## config.mk

```make
export PLATFORM = sky130hd
export DESIGN_NAME = des_key_sched_ctrl
export DESIGN_NICKNAME = d
export VERILOG_FILES = /design/src/rtl/des_key_sched_ctrl.sv
export SDC_FILE = /design/constraint.sdc
export NUM_CORES = 1
export LEC_CHECK = 0
export ABC_AREA = 1
export CAP_MARGIN = 40
export CORE_MARGIN = 4
export CORE_UTILIZATION = 48
export CTS_CLUSTER_DIAMETER = 80
export DETAILED_ROUTE_END_ITERATION = 8
export GPL_ROUTABILITY_DRIVEN = 0
export HOLD_SLACK_MARGIN = 0.08
export PLACE_DENSITY = 0.84
export SYNTH_ARGS = -nofsm -noshare
export SYNTH_HDL_FRONTEND = slang
export SYNTH_SLANG_ARGS = --single-unit
export TNS_END_PERCENT = 30
```

## constraint.sdc

```tcl
create_clock -name clk_i -period 1.9 [get_ports clk_i]
set_input_delay 0.38 -clock clk_i [delete_from_list [all_inputs] [get_ports clk_i]]
set_output_delay 0.38 -clock clk_i [all_outputs]
set_load 0.02 [all_outputs]
```

## src/rtl/des_key_sched_ctrl.sv

```systemverilog
// Iterative DES key schedule: PC-1 at key accept, one shared C/D rotator and PC-2 network,
// round keys issued in encrypt (K1..K16) or decrypt (K16..K1) order over a valid/ready port.
module des_key_sched_ctrl #(
    parameter bit DEC_EN  = 1'b1,
    parameter bit PAR_CHK = 1'b0
) (
    input  logic        clk_i,
    input  logic        rst_i,
    input  logic        key_valid_i,
    output logic        key_ready_o,
    input  logic [63:0] key_in_i,
    input  logic        decrypt_i,
    input  logic        abort_i,
    output logic        rk_valid_o,
    input  logic        rk_ready_i,
    output logic [47:0] round_key_o,
    output logic [3:0]  rk_idx_o,
    output logic        rk_last_o,
    output logic        busy_o,
    output logic        key_err_o
);

    localparam int PC1 [56] = '{
        57, 49, 41, 33, 25, 17,  9,  1, 58, 50, 42, 34, 26, 18,
        10,  2, 59, 51, 43, 35, 27, 19, 11,  3, 60, 52, 44, 36,
        63, 55, 47, 39, 31, 23, 15,  7, 62, 54, 46, 38, 30, 22,
        14,  6, 61, 53, 45, 37, 29, 21, 13,  5, 28, 20, 12,  4
    };

    localparam int PC2 [48] = '{
        14, 17, 11, 24,  1,  5,  3, 28, 15,  6, 21, 10,
        23, 19, 12,  4, 26,  8, 16,  7, 27, 20, 13,  2,
        41, 52, 31, 37, 47, 55, 30, 40, 51, 45, 33, 48,
        44, 49, 39, 56, 34, 53, 46, 42, 50, 36, 29, 32
    };

    typedef enum logic {S_IDLE, S_ROUND} state_t;

    state_t      state_q, state_d;
    logic [27:0] c_q, d_q;
    logic [3:0]  cnt_q;
    logic        mode_q;
    logic        key_err_q;

    logic [55:0] pc1_w;
    logic [55:0] cd_w;
    logic [47:0] pc2_w;
    logic [7:0]  byte_odd;
    logic        accept, par_bad, hs, last_cnt, dec_sel;
    logic [4:0]  enc_r, dec_r;

    function automatic logic shift_is_one(input logic [4:0] r);
        return (r == 5'd1) || (r == 5'd2) || (r == 5'd9) || (r == 5'd16);
    endfunction

    function automatic logic [27:0] rotl28(input logic [27:0] x, input logic one);
        return one ? {x[26:0], x[27]} : {x[25:0], x[27:26]};
    endfunction

    function automatic logic [27:0] rotr28(input logic [27:0] x, input logic one);
        return one ? {x[0], x[27:1]} : {x[1:0], x[27:2]};
    endfunction

    // Tables count bits from 1 at the MSB, hence the 64-n / 56-n mapping.
    for (genvar gi = 0; gi < 56; gi++) begin : g_pc1
        assign pc1_w[55-gi] = key_in_i[64-PC1[gi]];
    end

    assign cd_w = {c_q, d_q};
    for (genvar gi = 0; gi < 48; gi++) begin : g_pc2
        assign pc2_w[47-gi] = cd_w[56-PC2[gi]];
    end

    for (genvar gi = 0; gi < 8; gi++) begin : g_par
        assign byte_odd[gi] = ^key_in_i[8*gi +: 8];
    end

    assign accept   = (state_q == S_IDLE) && key_valid_i;
    assign par_bad  = PAR_CHK && !(&byte_odd);
    assign hs       = (state_q == S_ROUND) && rk_ready_i && !abort_i;
    assign last_cnt = (cnt_q == 4'd15);
    assign dec_sel  = decrypt_i && DEC_EN;
    assign enc_r    = {1'b0, cnt_q} + 5'd2;
    assign dec_r    = 5'd16 - {1'b0, cnt_q};

    always_ff @(posedge clk_i or posedge rst_i) begin
        if (rst_i) begin
            state_q <= S_IDLE;
        end else begin
            state_q <= state_d;
        end
    end

    always_comb begin
        state_d = state_q;
        case (state_q)
            S_IDLE: begin
                if (accept && !par_bad) state_d = S_ROUND;
            end
            S_ROUND: begin
                if (abort_i) state_d = S_IDLE;
                else if (hs && last_cnt) state_d = S_IDLE;
            end
            default: state_d = S_IDLE;
        endcase
    end

    // Decrypt starts from CD0 (== CD16) and walks backwards with right rotations.
    always_ff @(posedge clk_i or posedge rst_i) begin
        if (rst_i) begin
            c_q       <= '0;
            d_q       <= '0;
            cnt_q     <= '0;
            mode_q    <= 1'b0;
            key_err_q <= 1'b0;
        end else begin
            key_err_q <= accept && par_bad;
            if (accept && !par_bad) begin
                mode_q <= dec_sel;
                cnt_q  <= '0;
                if (dec_sel) begin
                    c_q <= pc1_w[55:28];
                    d_q <= pc1_w[27:0];
                end else begin
                    c_q <= rotl28(pc1_w[55:28], 1'b1);
                    d_q <= rotl28(pc1_w[27:0], 1'b1);
                end
            end else if (hs && !last_cnt) begin
                cnt_q <= cnt_q + 4'd1;
                if (mode_q) begin
                    c_q <= rotr28(c_q, shift_is_one(dec_r));
                    d_q <= rotr28(d_q, shift_is_one(dec_r));
                end else begin
                    c_q <= rotl28(c_q, shift_is_one(enc_r));
                    d_q <= rotl28(d_q, shift_is_one(enc_r));
                end
            end
        end
    end

    always_comb begin
        key_ready_o = 1'b0;
        rk_valid_o  = 1'b0;
        busy_o      = 1'b0;
        round_key_o = '0;
        rk_idx_o    = '0;
        rk_last_o   = 1'b0;
        key_err_o   = key_err_q;
        if (state_q == S_ROUND) begin
            rk_valid_o  = 1'b1;
            busy_o      = 1'b1;
            round_key_o = pc2_w;
            rk_idx_o    = mode_q ? (4'd15 - cnt_q) : cnt_q;
            rk_last_o   = last_cnt;
        end else begin
            key_ready_o = 1'b1;
        end
    end

endmodule

```

# Yosys cells after proc, flatten, opt, wreduce, memory -nomap -nowiden
# Cells that the tools add are included.
[word_totals]
reg_bits = 62
elab_cells = 57
output_inout_bits = 57
input_bits = 70
[classes]
add_sub_neg = 4
bitwise = 1
n_eq_ne = 9
n_reduce_logical = 14
n_mux = 24
[op_table]
columns = ["op", "count"]
rows = [
  ["$mux 28", 12],
  ["$mux 48", 1],
  ["$mux 4", 4],
  ["$eq 5x1->1 const B", 2],
  ["$eq 5x2->1 const B", 2],
  ["$eq 5x4->1 const B", 2],
  ["$eq 5x5->1 const B", 2],
  ["$logic_or 1x1->1", 6],
  ["$mux 1", 6],
  ["$add 4x2->5 const B", 1],
  ["$logic_and 1x1->1", 5],
  ["$sub 5x4->5 const A", 1],
  ["$add 4x1->4 const B", 1],
  ["$eq 4x4->1 const B", 1],
  ["$sub 4x4->4 const A", 1],
  ["$logic_not 1->1", 2],
  ["$pmux 1 s2", 1],
  ["$reduce_bool 2->1", 1],
  ["$not 1->1", 1],
]

# Longest topological paths before layout
# Gate-level depths: netlist of the first run.
[logic_depth]
word_depth = 9
ltp_mapped = 14
ltp_nobuf = 13

# Worst setup path before layout of the first run
# OpenSTA, ideal clock, no wires.
[synth_timing]
path_kind = "register to register"
start = "reg cnt_q[1]"
end = "reg c_q[17]"
arrival_ns = 1.815
path_buffers = 2
required_ns = 1.783
stages_incl_launch_ff = 11
path_slack_ns = -0.033
setup_time_ns = 0.117
period_less_slack_ns = 1.933
path_cell_list = "dfrtp_1 inv_1 ha_1 inv_1 clkbuf_1 clkbuf_1 nand3_1 nand3_1 nand3b_1 o21ai_1 inv_1"
[synth_via]
elab_chain_cells = 9
elab_cells_between_ends = 25
cone_classes = "add/sub (2); eq/ne (9); mux (5); reduce/logical (9)"
[synth_lines]
columns = ["element", "line_no", "source"]
rows = [
  ["from (decl)", "41", "logic [3:0] cnt_q;"],
  ["from (signal assigned)", "129", "cnt_q <= cnt_q + 4'd1;"],
  ["$sub 5x4->5 / $add 4x2->5 (equally long branches)", "84, 83", ""],
  ["$eq 5x1->1 / $eq 5x2->1 (equally long branches)", "53", "return (r == 5'd1) || (r == 5'd2) || (r == 5'd9) || (r == 5'd16);"],
  ["$logic_or 1x1->1 (3 in a row)", "53", ""],
  ["$mux 28, on equally long branches", "61, 57", ""],
  ["$mux 28", "130", "if (mode_q) begin"],
  ["$mux 28", "128", "end else if (hs && !last_cnt) begin"],
  ["$mux 28", "118", "if (accept && !par_bad) begin"],
  ["to (signal assigned)", "122", "c_q <= pc1_w[55:28];"],
  ["to (signal assigned)", "131", "c_q <= rotr28(c_q, shift_is_one(dec_r));"],
  ["to (signal assigned)", "134", "c_q <= rotl28(c_q, shift_is_one(enc_r));"],
  ["to (decl)", "40", "logic [27:0] c_q, d_q;"],
]
# Several ways; a longest one is shown, not always the timed one. The select of a mux whose other input is x is not followed.
# A chain may end at the register's enable or synchronous reset.

# Worst setup path in the final report of the first run
[layout_timing]
start = "reg cnt_q[1]"
end = "reg d_q[4]"
[layout_via]
elab_chain_cells = 9
elab_cells_between_ends = 25
cone_classes = "add/sub (2); eq/ne (9); mux (5); reduce/logical (9)"
[layout_lines]
columns = ["element", "line_no", "source"]
rows = [
  ["$sub 5x4->5 / $add 4x2->5 (equally long branches)", "84, 83", ""],
  ["$eq 5x1->1 / $eq 5x2->1 (equally long branches)", "53", ""],
  ["$logic_or 1x1->1 (3 in a row)", "53", ""],
  ["$mux 28, on equally long branches", "61, 57", ""],
  ["$mux 28", "130", ""],
  ["$mux 28", "128", ""],
  ["$mux 28", "118", ""],
  ["to (signal assigned)", "123", "d_q <= pc1_w[27:0];"],
  ["to (signal assigned)", "132", "d_q <= rotr28(d_q, shift_is_one(dec_r));"],
  ["to (signal assigned)", "135", "d_q <= rotl28(d_q, shift_is_one(enc_r));"],
  ["to (decl)", "40", ""],
]
# Several ways; a longest one is shown, not always the timed one. The select of a mux whose other input is x is not followed.

==> results of run 1 <==
-- worst paths after layout --
| check | to | slack, ns | cells past startpoint |
|---|---|---|---|
| max in group asynchronous | d_q[23] | 1.08 | 3 |
| max | d_q[4] | -0.13 | 13 |
| min in group clk_i | c_q[6] | 0.49 | 2 |
| min reg2reg | c_q[6] | 0.49 | 2 |
| min | cnt_q[3] | 0.34 | 2 |
| max reg2reg | d_q[4] | -0.13 | 13 |
-- kinds of logic after synthesis --
kind of cell | after synthesis | synth area share [%]
AO/OA/AOI/OAI | 184 | 14.7
buffers and inverters | 262 | 17.6
AND/OR/NAND/NOR | 580 | 41.4
adder cells (fa/ha/maj) | 7 | 1.40
flip-flops | 62 | 24.8
other | 1 | 0.0600
-- flip-flops by register name, summed over array words and instances, names as in the netlist --
register,flops
c_q,28
cnt_q,4
d_q,28
mode_q,1
state_q,1
-- placed cells by master (no fill, tap or decap), types with 15 or more instances in the layout --
cell type	instances
a21oi_1	21
a21oi_2	15
buf_12	19
buf_4	43
clkbuf_16	16
clkdlybuf4s50_1	61
dfrtp_1	59
dlygate4sd2_1	50
inv_1	167
nand2_1	241
nand2_2	15
nand3_1	177
nand3_2	22
nand3b_1	33
nor2_1	76
o21ai_0	104
o21ai_1	44
-- through the flow --
step | utilization (%) | total power, mW | std cells | hold WS (ns) | instance area (sq um)
after global routing | 69.1 | 13.7 | 1396 | 0.383 | 8760
final | 69.1 | 12.9 | 1396 | 0.339 | 8760
after detailed placement | 62.1 | 9.60 | 1360 | 0.467 | 7870
after floorplan | - | 7.34 | 1096 | 0.455 | 6250
after CTS | 64.1 | 11.1 | 1376 | 0.350 | 8120
after global placement | 62.1 | 9.44 | 1360 | 0.465 | 7870
-- layout make-up --
class | instances | area [sq um] | share of cell area [%]
Clock buffer | 12 | 256 | 2.93
Clock inverter | 4 | 45.0 | 0.514
Sequential cell | 62 | 1560 | 17.8
Multi-Input combinational cell | 772 | 3920 | 44.7
Tap cell | 172 | 215 | 2.46
Timing Repair Buffer | 195 | 2070 | 23.7
Inverter | 179 | 697 | 7.96
-- timing repair --
action,CTS,global route
buffers inserted,0,8
gates resized for setup,69,95
gates cloned,0,12
pin swaps,0,21
hold buffers,0,0
setup endpoints to repair,111,61
-- metal layers --
layer / vias to the layer above / GRT usage, %
met4: 0 / 10.6
met5: - / 0
met1: 3575 / 35.6
met3: 125 / 2.97
met2: 661 / 41.7
li1: 3722 / -
-- power by group through the flow --
stage / Combinational, mW / Clock [mW] / Sequential [mW]
2_1_floorplan: 5.04 / 0 / 2.30
3_3_place_gp: 6.99 / 0 / 2.45
3_5_place_dp: 7.13 / 0 / 2.47
4_1_cts: 6.98 / 1.69 / 2.45
5_1_grt: 9.35 / 1.75 / 2.57
6_report: 8.68 / 1.71 / 2.49
==> results.tsv, run 1 <==
metric	value	unit
wl_met2	10400	microns
n_fill_cell	1034	
rsz0062_at_grt	true	
clk_latency	0.34	ns
ir_drop	0.633	mV
synth_nets	1173	
finClkSkew	0.00984	ns
setup_tns	-1.19	ns
cts_htree_levels	3	
drc	0	
wirelength	22800	microns
fin_nets	1296	
syn_to_final_growth	40.2	%
fin_crit_sh	107	%
via_count	8083	
post-synth-top-count-cell	nand2_1	
grt_use_total	25.9	%
switching_power	6.57	mW
coreArea	12700	sq um
p_clk_share	13.3	%
rows	41	
wl_met3	2660	microns
failed_checks	setup timing	
die_height	122	microns
syn-cell-area	6250	sq um
die_area	14900	sq um
synth.top_cells.by_area	dfrtp_1 (25%), nand3_1 (16%), nand2_1 (16%)	
synthTopCellsByCount	nand2_1 (259), nand3_1 (198), inv_1 (173)	
max_freq	0.493	GHz
cp_top_family	simple AND/OR/NAND/NOR gates	
grt_antenna_before_repair	0	
drive_gt1_share	15.0	%
io_pins	127	
routed.top_layer	met4	
synth_cells	1096	
pre_cts_ws	-0.103	ns
status	finished with violations	
drv_slew	0	
synth.avg_cell_area	5.70	sq um
yosysTopAreaCell	dfrtp_1	
crit_chain	inv_4 -> ha_4 -> inv_1 -> nand2_1 -> nand3_2 -> nand2_4 -> nand2_8 -> buf_6 -> nand2_1 -> nand3_1 -> nand2_1 -> nand2_1 -> a21oi_1	
path_clk_slew	0.06	ns
sw_frac_of_total	51.0	%
final-setup-viol-count	44	
yosysSeqAreaShare	24.8	%
grt_max_degree	57	
avgViaCountPerCell	5.79	
worst-path-buf-inv	3	
p_seq_share	19.3	%
synth_ff_type	dfrtp_1	
cp_data_arrival_time	2.29	ns
min_path_type	in -> async	
fin_ws	-0.130	ns
maxCapViolCount	0	
cp_slowest_cell	dfrtp_2	
critPathRequiredTime	2.16	ns
p_per_area	1470	nW/um^2
layout_min_cycle_time	2.03	ns
cts_sinks	62	
netlist-cell-type-count	22	
post_drt_wl_per_cell	16.3	microns
numCtsBuffers	9	
r2r_start	cnt_q[1]	
crit_top_cell	nand2_1	
worst-path-max-fanout	10	
grt_overflow	0	
cts_root_buffer	clkbuf_16	
p_leak	4.62	nW
yosys_warnings	0	
p_int	6.30	mW
dieWidth	122	microns
worst_setup_path_end_kind	register	
drtAntennaViolNets	0	
dr.pass1.iters	6	
grt_first_pass_wirelength	31900	microns
synth_seq_cells	62	
tritoncts	done	
drtIter0Drc	1384	
cp-startpoint	cnt_q[1]	
critPathMaxStageDelay	0.47	ns
synth_edf_count	0	
grt_pass1_vias	6804	
numPortBuffers	117	
hpwl	13500	microns
final_hold_viol_count	0	
async_reset_ff_share	100	%
antenna_cells	0	
synth_top_area_share	24.8	%
critical_path_class	reg -> reg	
start_util	49.3	%
cp-start-kind	register	
wl_met1	8680	microns
clk_path_buf_depth	2	
p_comb_share	67.4	%
No activity file was read; power rests on OpenSTA's default activity.
==> run 2, diff against run 1 <==
- CAP_MARGIN: 40 -> 20
==> results of run 2 <==
The final DEF is identical to that of run 1; final timing and power are the same.
